**src/rtl/pr_node_responder.sv**
```systemverilog
// pr_node_responder: answers in-order node-value lookups from a snapshot table.
// Each accepted request {id} is queued as {id, value, err} in a small FIFO and
// presented on the rsp_* handshake. The value is captured when the request is
// accepted.
module pr_node_responder #(
  parameter int unsigned N     = 64,
  parameter int unsigned WIDTH = 16,
  parameter int unsigned DEPTH = 2
) (
  input  logic                         clk,
  input  logic                         reset,
  input  logic [N*WIDTH-1:0]           node_vals,
  input  logic                         load,
  input  logic                         req_valid,
  output logic                         req_ready,
  input  logic [5:0]                   req_id,
  output logic                         rsp_valid,
  input  logic                         rsp_ready,
  output logic [WIDTH+5:0]             rsp_data,
  output logic                         rsp_err,
  output logic [$clog2(DEPTH+1)-1:0]   pending,
  output logic [15:0]                  served_cnt
);

  localparam int unsigned CW = $clog2(DEPTH + 1);
  localparam int unsigned PW = (DEPTH > 1) ? $clog2(DEPTH) : 1;
  localparam int unsigned IW = (N > 1) ? $clog2(N) : 1;

  logic [WIDTH-1:0] tbl    [N];
  logic [5:0]       f_id   [DEPTH];
  logic [WIDTH-1:0] f_val  [DEPTH];
  logic             f_err  [DEPTH];
  logic [PW-1:0]    wr_ptr;
  logic [PW-1:0]    rd_ptr;
  logic [CW-1:0]    count;

  logic             id_err;
  logic [WIDTH-1:0] id_val;
  logic             push;
  logic             pop;

  // Advance a FIFO pointer, wrapping modulo DEPTH.
  function automatic logic [PW-1:0] ptr_next(input logic [PW-1:0] p);
    if (p == PW'(DEPTH - 1)) return '0;
    return p + PW'(1);
  endfunction

  // Out-of-range detection; with a full 64-entry table every 6-bit id is legal.
  generate
    if (N >= 64) begin : g_no_err
      always_comb id_err = 1'b0;
    end else begin : g_err
      always_comb id_err = (req_id >= 6'(N));
    end
  endgenerate

  // Table lookup for the incoming request; errored ids carry a zero value.
  always_comb begin
    id_val = '0;
    if (!id_err) id_val = tbl[req_id[IW-1:0]];
  end

  // Handshake qualification. A full FIFO blocks accept even while popping.
  always_comb begin
    req_ready = !reset && !load && (count < CW'(DEPTH));
    rsp_valid = (count != '0);
    push      = req_valid && req_ready;
    pop       = rsp_valid && rsp_ready;
  end

  // Head presentation; outputs are forced to zero while the FIFO is empty.
  always_comb begin
    rsp_data = '0;
    rsp_err  = 1'b0;
    if (rsp_valid) begin
      rsp_data = {f_id[rd_ptr], f_val[rd_ptr]};
      rsp_err  = f_err[rd_ptr];
    end
    pending = count;
  end

  // Snapshot table: cleared by reset, overwritten wholesale on load.
  always_ff @(posedge clk) begin
    if (reset) begin
      for (int unsigned i = 0; i < N; i++) tbl[i] <= '0;
    end else if (load) begin
      for (int unsigned i = 0; i < N; i++) tbl[i] <= node_vals[i*WIDTH +: WIDTH];
    end
  end

  // Response FIFO storage and pointers; occupancy holds on simultaneous push/pop.
  always_ff @(posedge clk) begin
    if (reset) begin
      wr_ptr <= '0;
      rd_ptr <= '0;
      count  <= '0;
      for (int unsigned i = 0; i < DEPTH; i++) begin
        f_id[i]  <= '0;
        f_val[i] <= '0;
        f_err[i] <= 1'b0;
      end
    end else begin
      if (push) begin
        f_id[wr_ptr]  <= req_id;
        f_val[wr_ptr] <= id_val;
        f_err[wr_ptr] <= id_err;
        wr_ptr        <= ptr_next(wr_ptr);
      end
      if (pop) rd_ptr <= ptr_next(rd_ptr);
      if (push && !pop)      count <= count + CW'(1);
      else if (pop && !push) count <= count - CW'(1);
    end
  end

  // Completed-response counter, wrapping naturally at 16 bits.
  always_ff @(posedge clk) begin
    if (reset)    served_cnt <= '0;
    else if (pop) served_cnt <= served_cnt + 16'd1;
  end

endmodule

```
**config.mk**
```make
export PLATFORM = sky130hd
export DESIGN_NAME = pr_node_responder
export DESIGN_NICKNAME = d
export VERILOG_FILES = /design/src/rtl/pr_node_responder.sv
export SDC_FILE = /design/constraint.sdc
export NUM_CORES = 1
export LEC_CHECK = 0
export CORE_AREA = 4 4 412 414
export CTS_BUF_LIST = sky130_fd_sc_hd__clkbuf_8
export DETAILED_ROUTE_END_ITERATION = 7
export DIE_AREA = 0 0 416 418
export GPL_TIMING_DRIVEN = 0
export MAX_ROUTING_LAYER = met4
export PLACE_DENSITY = 0.5
export SYNTH_ARGS = -nofsm -noshare
export SYNTH_HDL_FRONTEND = slang
export SYNTH_SLANG_ARGS = --single-unit
```
**constraint.sdc**
```tcl
create_clock -name clk -period 34.1 [get_ports clk]
set_clock_uncertainty 0.1 [all_clocks]
set_input_delay 8.525 -clock clk [delete_from_list [all_inputs] [get_ports clk]]
set_output_delay 8.525 -clock clk [all_outputs]
set_load 0.05 [all_outputs]
```
# ---- Word-level counts from Yosys, hierarchy flattened
# Memory sizes are Yosys's and may differ from the RTL's. A register that Yosys moved wholly into a read port is not among the register bits.
# Cells that the tools add are included.
dict set report totals {
  elab_cells 187
  rom_bits 0
  regBits 20
  latchBits 0
  mem_count 3
  ramBits 1068
}
# name depth word_bits read_ports rd_ports_with_merged_regs write_ports line
set memory_table {}
lappend memory_table {tbl 64 16 1 0 64 29} ;# logic [WIDTH-1:0] tbl [N];
lappend memory_table {f_val 2 16 1 1 2 31} ;# logic [WIDTH-1:0] f_val [DEPTH];
lappend memory_table {f_id 2 6 1 1 2 30} ;# logic [5:0] f_id [DEPTH];
dict set report classes {
  n_bitwise 64
  eq_ne 0
  add_sub_neg 5
  multipliers 0
  order_cmp 1
  n_reduce_logical 14
  div 0
  shift 0
  muxes 96
}
# cell count
set op_table {}
lappend op_table {{2-to-1 mux 16 bit} 65}
lappend op_table {{OR 1 bit} 64}
lappend op_table {{2-to-1 mux 1 bit} 27}
lappend op_table {{2-to-1 mux 22 bit} 1}
lappend op_table {{adder 16 x 1 -> 16 bit, second input constant} 1}
lappend op_table {{OR reduction 16 bit} 1}
lappend op_table {{logical AND 1 bit} 6}
lappend op_table {{2-to-1 mux 6 bit} 1}
lappend op_table {{OR reduction 6 bit} 1}
lappend op_table {{logical NOT 1 bit} 4}
lappend op_table {{2-to-1 mux 2 bit} 2}
lappend op_table {{nonzero test 2 bit} 2}
lappend op_table {{adder 1 bit, second input constant} 2}
lappend op_table {{adder 2 x 1 -> 2 bit, second input constant} 1}
lappend op_table {{less-than comparator 2 bit, second input constant} 1}
lappend op_table {{subtractor 2 x 1 -> 2 bit, second input constant} 1}

# ---- Logic depth before layout (Yosys ltp)
# Gate-level depths: netlist (run 1).
dict set report depth {
  word_depth 9
  depth_mapped 9
  depth_no_buf 7
}

# ---- Least setup slack after synthesis (run 1)
# No wires, ideal clock.
dict set report synth_timing {
  path_kind {input-to-reg}
  start {in reset}
  end {mem tbl[0][0], enable pin}
  arrival_time_ps 21202
  path_stages 3
  required_ps 33022
  setup_time_ps 978
  slack_ps 11819
  cell_sequence {clkbuf_1 -> clkbuf_1 -> or2_2}
}
# element line
set synth_lines {}
lappend synth_lines {{from (decl)} 11} ;# input logic reset,
lappend synth_lines {{to (decl)} 29}

# ---- Worst setup path in the final report (run 1)
dict set report layout_timing {
  start {in load}
  end {out req_ready}
}
dict set report layout_via {
  elab_chain_len 3
}
# element line
set layout_lines {}
lappend layout_lines {{from (decl)} 13} ;# input logic load,
lappend layout_lines {{logical NOT 1 bit} 65} ;# req_ready = !reset && !load && (count < CW'(DEPTH));
lappend layout_lines {{logical AND 1 bit (2 in a row)} 65}
lappend layout_lines {{to (decl)} 15} ;# output logic req_ready,
# No other way between the ends.

==> results by group, run 1 <==
STA
  • Final min period: ~19 ns
  • Fmax: roughly 52 MHz
  • Worst-Margin Slew: roughly 1.4 ns
  • Final Max Slew Viols: 0
  • Final hold viol count: 0
  • Final period util: 0.569
  • Setup TNS: 0 ns
  • Slew HR: 0.0572
  • # setup viols final: 0
  • RSZ-0062 raised after global routing: false

Setup path
  • R2r startpoint: pending[1]
  • R2R cell count: 5
  • R2r setup slk: 30.50 ns
  • Crit-path cells: clkdlybuf4s50_1 > nor3_1 > clkdlybuf4s50_1
  • CP required: about 25 ns
  • CP Class: primary input to output port
  • Critical-path maximum fanout: 3
  • Slowest cell on crit path: clkdlybuf4s50_1
  • Element type at the critical path end: output port
  • R2r endpoint: f_val[0][12]
  • CP bufs+invs: 2
  • WP data arrival: roughly 11 ns
  • Most used cell, CP: clkdlybuf4s50_1
  • Max stage delay on crit path: between 1 and 1.5 ns
  • CP top delay family: buffers and inverters
  • Crit start category: primary input

Placement
  • Final HPWL DP: 174,000 um
  • Port Buf Inserts: between 1k and 1.5k
  • Post-place instance area: roughly 63,000 um2
  • GP Congestion: roughly 0.90

Floorplanning
  • Die area: 174,000 um2
  • Floorplan die height: 418 um
  • IO Pins: roughly 1.1k
  • Die width: roughly 420 um
  • Placement Rows: 150
  • Starting Density: 0.296
  • Area of the core: approximately 170,000 um2

Power and ir drop
  • Worst IR Drop VDD: 0.0000341 V
  • P per Cell Area: 49.8 nW/um2
  • Leak: around 0.025 uW

Routing
  • DRC: 0
  • Final wirelength: 218,000 um
  • TritonRoute pass-1 iters: 5
  • Post-route ant nets: 0
  • Wire per inst: approximately 31 um
  • Initial DRC count: 3,293
  • Via density: 4.77
  • Vias: 33.5k

Synthesis
  • Synth Net Count: 4,341
  • Ranking of synthesized cells by area: edfxtp_1 65%, mux2i_1 7.9%, and2_1 7.1%
  • Post-synthesis sequential area ratio: 0.661
  • Cell taking the most area after synthesis: edfxtp_1
  • Synth warn: 0
  • Cell variety after synth: 36
  • Share of Yosys cell area claimed by the top area cell type: 0.653
  • Seq cells post-synth: roughly 1.1k
  • Average size of a mapped cell: about 15 um2
  • Mapped Area: about 50,000 um2
  • Post-Syn Instances: around 3.3k

Clock tree
  • Sink Count: ~1.1k
  • Post-CTS Setup Inserts: 0
  • Clk buf depth: 3
  • Clk pin slew, worst setup/hold paths: about 0.060 ns
  • H-tree depth: 4
  • Worst skew pair latency: approximately 0.91 ns
  • Cts repair resizes: 0
  • CTS Hold Bufs: 0
  • Num CTS Buffers: ~200
  • TritonCTS clock tree: done
  • Root buffer cell: clkbuf_8

Min path
  • Launch point of the worst hold path: wr_ptr
  • Hold WC Path Type: register to register
  • WHS Path Cells: 2
  • Worst Hold End: wr_ptr

GRT
  • Initial antenna violation count: 80
  • Gr ovfl total: 0
  • Vias in the first global route: roughly 34k
  • First-pass GRT wire length: 287,000 um
  • Pin count of the biggest net entering global routing: between 60 and 70
  • Total GRT Usage: 0.250

Layout
  • Fin area: approximately 67,000 um2
  • Fillcell total: roughly 16k
  • Final nets: between 5k and 6k
  • Layout overhead on the synthesized area: 36.2%
  • Ratio of cells with drive above 1 in the final layout: 0.0933

Job
  • Max cap viols: 0

Run status
  • Outcome: finished clean
## logic make-up after synthesis
kind of cell,share of synthesized area
other,0.0000763
and+or+nand+nor,0.150
muxes,0.123
xor gates and xnor gates,0.00303
buffers and inverters,0.0240
adders and majority gates,0.000509
AOI/OAI and AO/OA,0.0374
DFF,0.661
## cell usage after synthesis
master and instances:
a21oi_1 68, a22oi_1 160, and2_1 558, and3_1 19, and4_1 3, buf_1 6, buf_12 2, buf_2 20
buf_4 36, buf_6 8, clkbuf_1 170, clkbuf_2 1, conb_1 1, dfxtp_1 21, edfxtp_1 1068, ha_1 2
inv_1 3, mux2i_1 390, mux4_2 96, nand2_1 11, nand2b_1 3, nand3_1 4, nand4_1 5, nor2_1 58
nor2_2 1, nor2b_1 483, nor3_1 33, nor4_2 16, o21a_1 1, o21ai_0 2, o22ai_1 16, o41a_1 16
or2_2 4, or3_1 2, xnor2_1 3, xor2_1 14
## worst min-delay path, delay by kind of cell (launching register included)
family | cells | cell delay (ns)
flops | 1 | 0.33
simple gates | 1 | 0.06
compound gates | 1 | 0.06
## report_power, final
group	total, uW	switching (uW)	internal (uW)
Sequential	1630	39.0	1600
Combinational	533	293	240
Clock	1170	583	586
## layer usage
metal | vias up | GRT usage | wire [um]
met3 | 285 | 0.0429 | 11800
met2 | 1303 | 0.437 | 114000
met4 | 0 | 0.0740 | 6070
met1 | 16992 | 0.295 | 85900
li1 | 14882 | - | -
met5 | - | - | 0
## registers in the layout (all words and copies together), names as in the netlist, named ones only
signal and cells:
f_val 32, f_id 12, wr_ptr 1, rd_ptr 1, served_cnt 16, pending 2, tbl 1024
## placed cells by master, fill, tap and decap left out, types with 68 or more instances in the layout
cell and instances:
clkdlybuf4s50_1 1073, edfxtp_1 1068, and2_1 558, nor2b_1 483, mux2i_1 390, clkbuf_8 203
clkbuf_1 170, a22oi_1 160, mux4_2 96, inv_1 84, a21oi_1 68
## area by class of cell
type                       count  area [um2]  share of cell area
clock inverter               157         836              0.0125
inverter                       3        11.3            0.000168
clock buffer                 203        2790              0.0417
timing repair buffer        1093       11200               0.168
sequential                  1089       32500               0.485
multi-input combinational   1969       15500               0.231
tap                         2204        2760              0.0412
buffer                       243        1170              0.0174
antenna                       58         145             0.00217
## worst max-delay path by stage
| stage | from | to | slack (ns) | depth (start not counted) |
|---|---|---|---|---|
| detailed placement | load | req_ready | 14.62 | 3 |
| floorplan | reset | tbl[0][0] | 11.82 | 3 |
| finish | load | req_ready | 14.71 | 3 |
| global placement | reset | tbl[13][6] | 4.61 | 4 |
| global route | load | req_ready | 14.68 | 3 |
| CTS | load | req_ready | 14.61 | 3 |
## per-stage QoR
stage                     worst slack [ns]  power (uW)  utilization  hold slack [ns]  instances
after global placement                4.61        2240        0.377            0.375       6581
final                                14.71        3340        0.403            0.399       7019
after detailed placement             14.62        2200        0.380            0.393       6601
after CTS                            14.61        3370        0.402            0.401       6961
after floorplan                      11.82        1920            -            0.366       3304
after global routing                 14.68        3460        0.402            0.428       7008
(Power assumes the default switching activity.)
==> inputs of run 2 (changes only) <==
clock period = 20.2 ns   (was 34.1 ns; I/O delays follow)
==> results of run 2 <==
The final DEF is identical to that of run 1. Status: finished clean.
Main changes from that run: setup slack after placement 14.62 ns -> 7.67 ns; setup slack after layout 14.71 ns -> 7.76 ns; register-to-register setup slack 30.50 ns -> 16.60 ns; total power 3340 uW -> 5630 uW; worst IR drop on VDD 0.0000341 V -> 0.0000576 V
==> inputs of run 3 (changes only) <==
clock period = 12.55 ns   (was 20.2 ns; I/O delays follow)
==> run 3 against run 2 <==
Against the previous run: worst hold slack gained 0.0070 ns; critical endpoint unchanged; clock power grew 63%; global-route usage is essentially flat; count of clock-buffer cells in the layout shrank 4; power grew 62%; final cell count shrank 0.28%; combinational power grew 61%; critical path depth is the same; utilization is essentially flat.
==> results by group, run 3 (synthesis results as in run 1) <==
Power and ir drop
  • Tot Pwr: around 9100 uW
  • P per Cell Area: 136 nW/um2
  • Combinational power share: 0.160
  • Worst IR Drop VDD: roughly 0.00010 V
  • Leak: about 0.025 uW
  • P_sw: ~2500 uW
  • Clock share of power: 0.353
  • Int Pwr: roughly 6600 uW
  • Seq pwr share: 0.488
  • Switch share: 0.272

Routing
  • DRC: 0
  • Post-route ant nets: 0
  • Vias: roughly 34k
  • Via density: 4.81
  • Wire per inst: approximately 31 um
  • Initial DRC count: 3,002
  • TritonRoute pass-1 iters: 5
  • Final wirelength: 218,000 um

Layout
  • Fillcell total: 15.9k
  • Max FFs per register: 1,024
  • Layout overhead on the synthesized area: 36.1%
  • FF/Latch Area: 32,500 um2
  • Most frequent cells in the layout: 1,073 x clkdlybuf4s50_1, 1,068 x edfxtp_1, 558 x and2_1
  • Top reg by flops: tbl
  • Post-Layout Cell Count: 6,999
  • Multi-input logic area: about 15,000 um2
  • Top Registers: tbl (1024), f_val (32), served_cnt (16)
  • Final nets: roughly 5.6k
  • Ratio of cells with drive above 1 in the final layout: 0.0943
  • Layout Utilization: 0.402
  • Most common cell after layout, fill and taps aside: clkdlybuf4s50_1

Placement
  • Cell count after placement: roughly 6.6k
  • Port Buf Inserts: ~1.1k
  • Post-Place Worst Slack: 3.98 ns
  • Final HPWL DP: around 170,000 um
  • GP Congestion: between 0.8 and 0.9

Setup path
  • R2r endpoint: f_val[0][9]
  • CP Class: primary input to output port
  • Element type at the critical path end: output port
  • WP data arrival: 5.26 ns
  • Beginning of the critical path: load
  • CP required: just over 9 ns
  • CP bufs+invs: 2
  • CP top delay family: buffers and inverters
  • R2r setup slk: roughly 8.9 ns
  • Most used cell, CP: clkdlybuf4s50_1
  • Max stage delay on crit path: roughly 0.95 ns
  • Slowest cell on crit path: clkdlybuf4s50_1
  • Crit-path cells: clkdlybuf4s50_1 > nor3_1 > clkdlybuf4s50_1
  • R2R cell count: 5
  • Critical-path maximum fanout: 3
  • R2r startpoint: pending[1]
  • Crit start category: primary input

STA
  • Final min period: 8.50 ns
  • Worst-Margin Slew: 1.32 ns
  • Slew HR: 0.117
  • Final Worst Setup Slack: roughly 4.1 ns
  • Final period util: 0.677
  • Final hold slack: between 0.4 and 0.5 ns
  • Final hold viol count: 0
  • Fmax: 118 MHz
  • # setup viols final: 0
  • RSZ-0062 raised after global routing: false
  • Final Max Slew Viols: 0

Clock tree
  • Root buffer cell: clkbuf_8
  • Clk pin slew, worst setup/hold paths: 0.06 ns
  • Worst skew pair latency: ~0.92 ns
  • H-tree depth: 4
  • Sink Count: 1,089
  • CTS Hold Bufs: 0
  • TritonCTS clock tree: done
  • Post-CTS Setup Inserts: 0
  • Clk buf depth: 3
  • Cts repair resizes: 0
  • Num CTS Buffers: 195

Job
  • Max cap viols: 0

Floorplanning
  • Die width: 416 um
  • Floorplan die height: 418 um
  • Starting Density: 0.296
  • IO Pins: 1,078
  • Placement Rows: 150
  • Die area: about 170,000 um2
  • Area of the core: roughly 170,000 um2

GRT
  • Total GRT Usage: 0.250
  • Pin count of the biggest net entering global routing: a little under 70
  • Gr ovfl total: 0
  • GRT Max-Usage Layer: met2
  • Met3 Use GR: 0.0447
  • First-pass GRT wire length: roughly 290,000 um
  • Vias in the first global route: between 30k and 40k
  • Initial antenna violation count: 95
  • GRT met1 Usage: 0.294
  • Met2 Use GR: 0.435

Min path
  • WHS Path Cells: 2
  • Hold WC Path Type: register to register
  • Worst Hold End: served_cnt[13]
  • Launch point of the worst hold path: served_cnt[13]

Run status
  • Outcome: finished clean
==> run 3: changes by cell type in the layout (fill, tap and decap cells not counted), moves of 4 or more <==
cell | previous run | this run
inv_6 | 4 | 0
bufinv_16 | 4 | 8
clkbuf_8 | 203 | 199
buf_12 | 8 | 4
clkinvlp_4 | 2 | 6
clkinv_2 | 19 | 25
inv_1 | 84 | 62
==> run 3: power groups by stage <==
| stage | registers, uW | clock network (uW) | logic, uW |
|---|---|---|---|
| final | 4440 | 3210 | 1450 |
| after global routing | 4460 | 3460 | 1530 |
| after CTS | 4440 | 3290 | 1480 |
| after detailed placement | 4510 | 0 | 1470 |
| after global placement | 4570 | 0 | 1450 |
| after floorplan | 4520 | 0 | 652 |
==> run 3: cell type report <==
cell class,instances,area share
buffer,243,0.0174
inverter,3,0.000168
clock inverter,145,0.0131
timing repair buffer,1092,0.168
tap,2204,0.0412
sequential,1089,0.486
clock buffer,199,0.0409
multi-input combinational,1969,0.231
antenna,55,0.00206
==> run 3: metal layers <==
metal | routed length [um] | vias to the layer above
met2 | 113000 | 1334
met4 | 7200 | 0
li1 | - | 14872
met3 | 11900 | 337
met1 | 85400 | 17114
met5 | 0 | -
==> run 3: worst register-to-register path, stage by stage, from the launching register on <==
cell and delay (ns):
dfxtp_1 0.49, nor3_1 0.79, nand2_1 0.23, or2_2 0.32
clkbuf_1 0.28, nand2b_1 0.99
==> run 3: worst max path at each step <==
stage                 end  slack [ns]  cells after the start
3_3_place_gp   tbl[25][5]       -3.83                      4
4_1_cts         req_ready        3.98                      3
5_1_grt         req_ready        4.00                      3
2_1_floorplan   tbl[0][0]        0.86                      3
6_report        req_ready        4.05                      3
3_5_place_dp    req_ready        3.98                      3
==> run 3: metrics by stage <==
step	TNS (ns)	cell area [um2]
2_1_floorplan	0	49100
3_3_place_gp	-3708.69	62600
3_5_place_dp	0	63200
4_1_cts	0	66800
5_1_grt	0	66900
6_report	0	66900
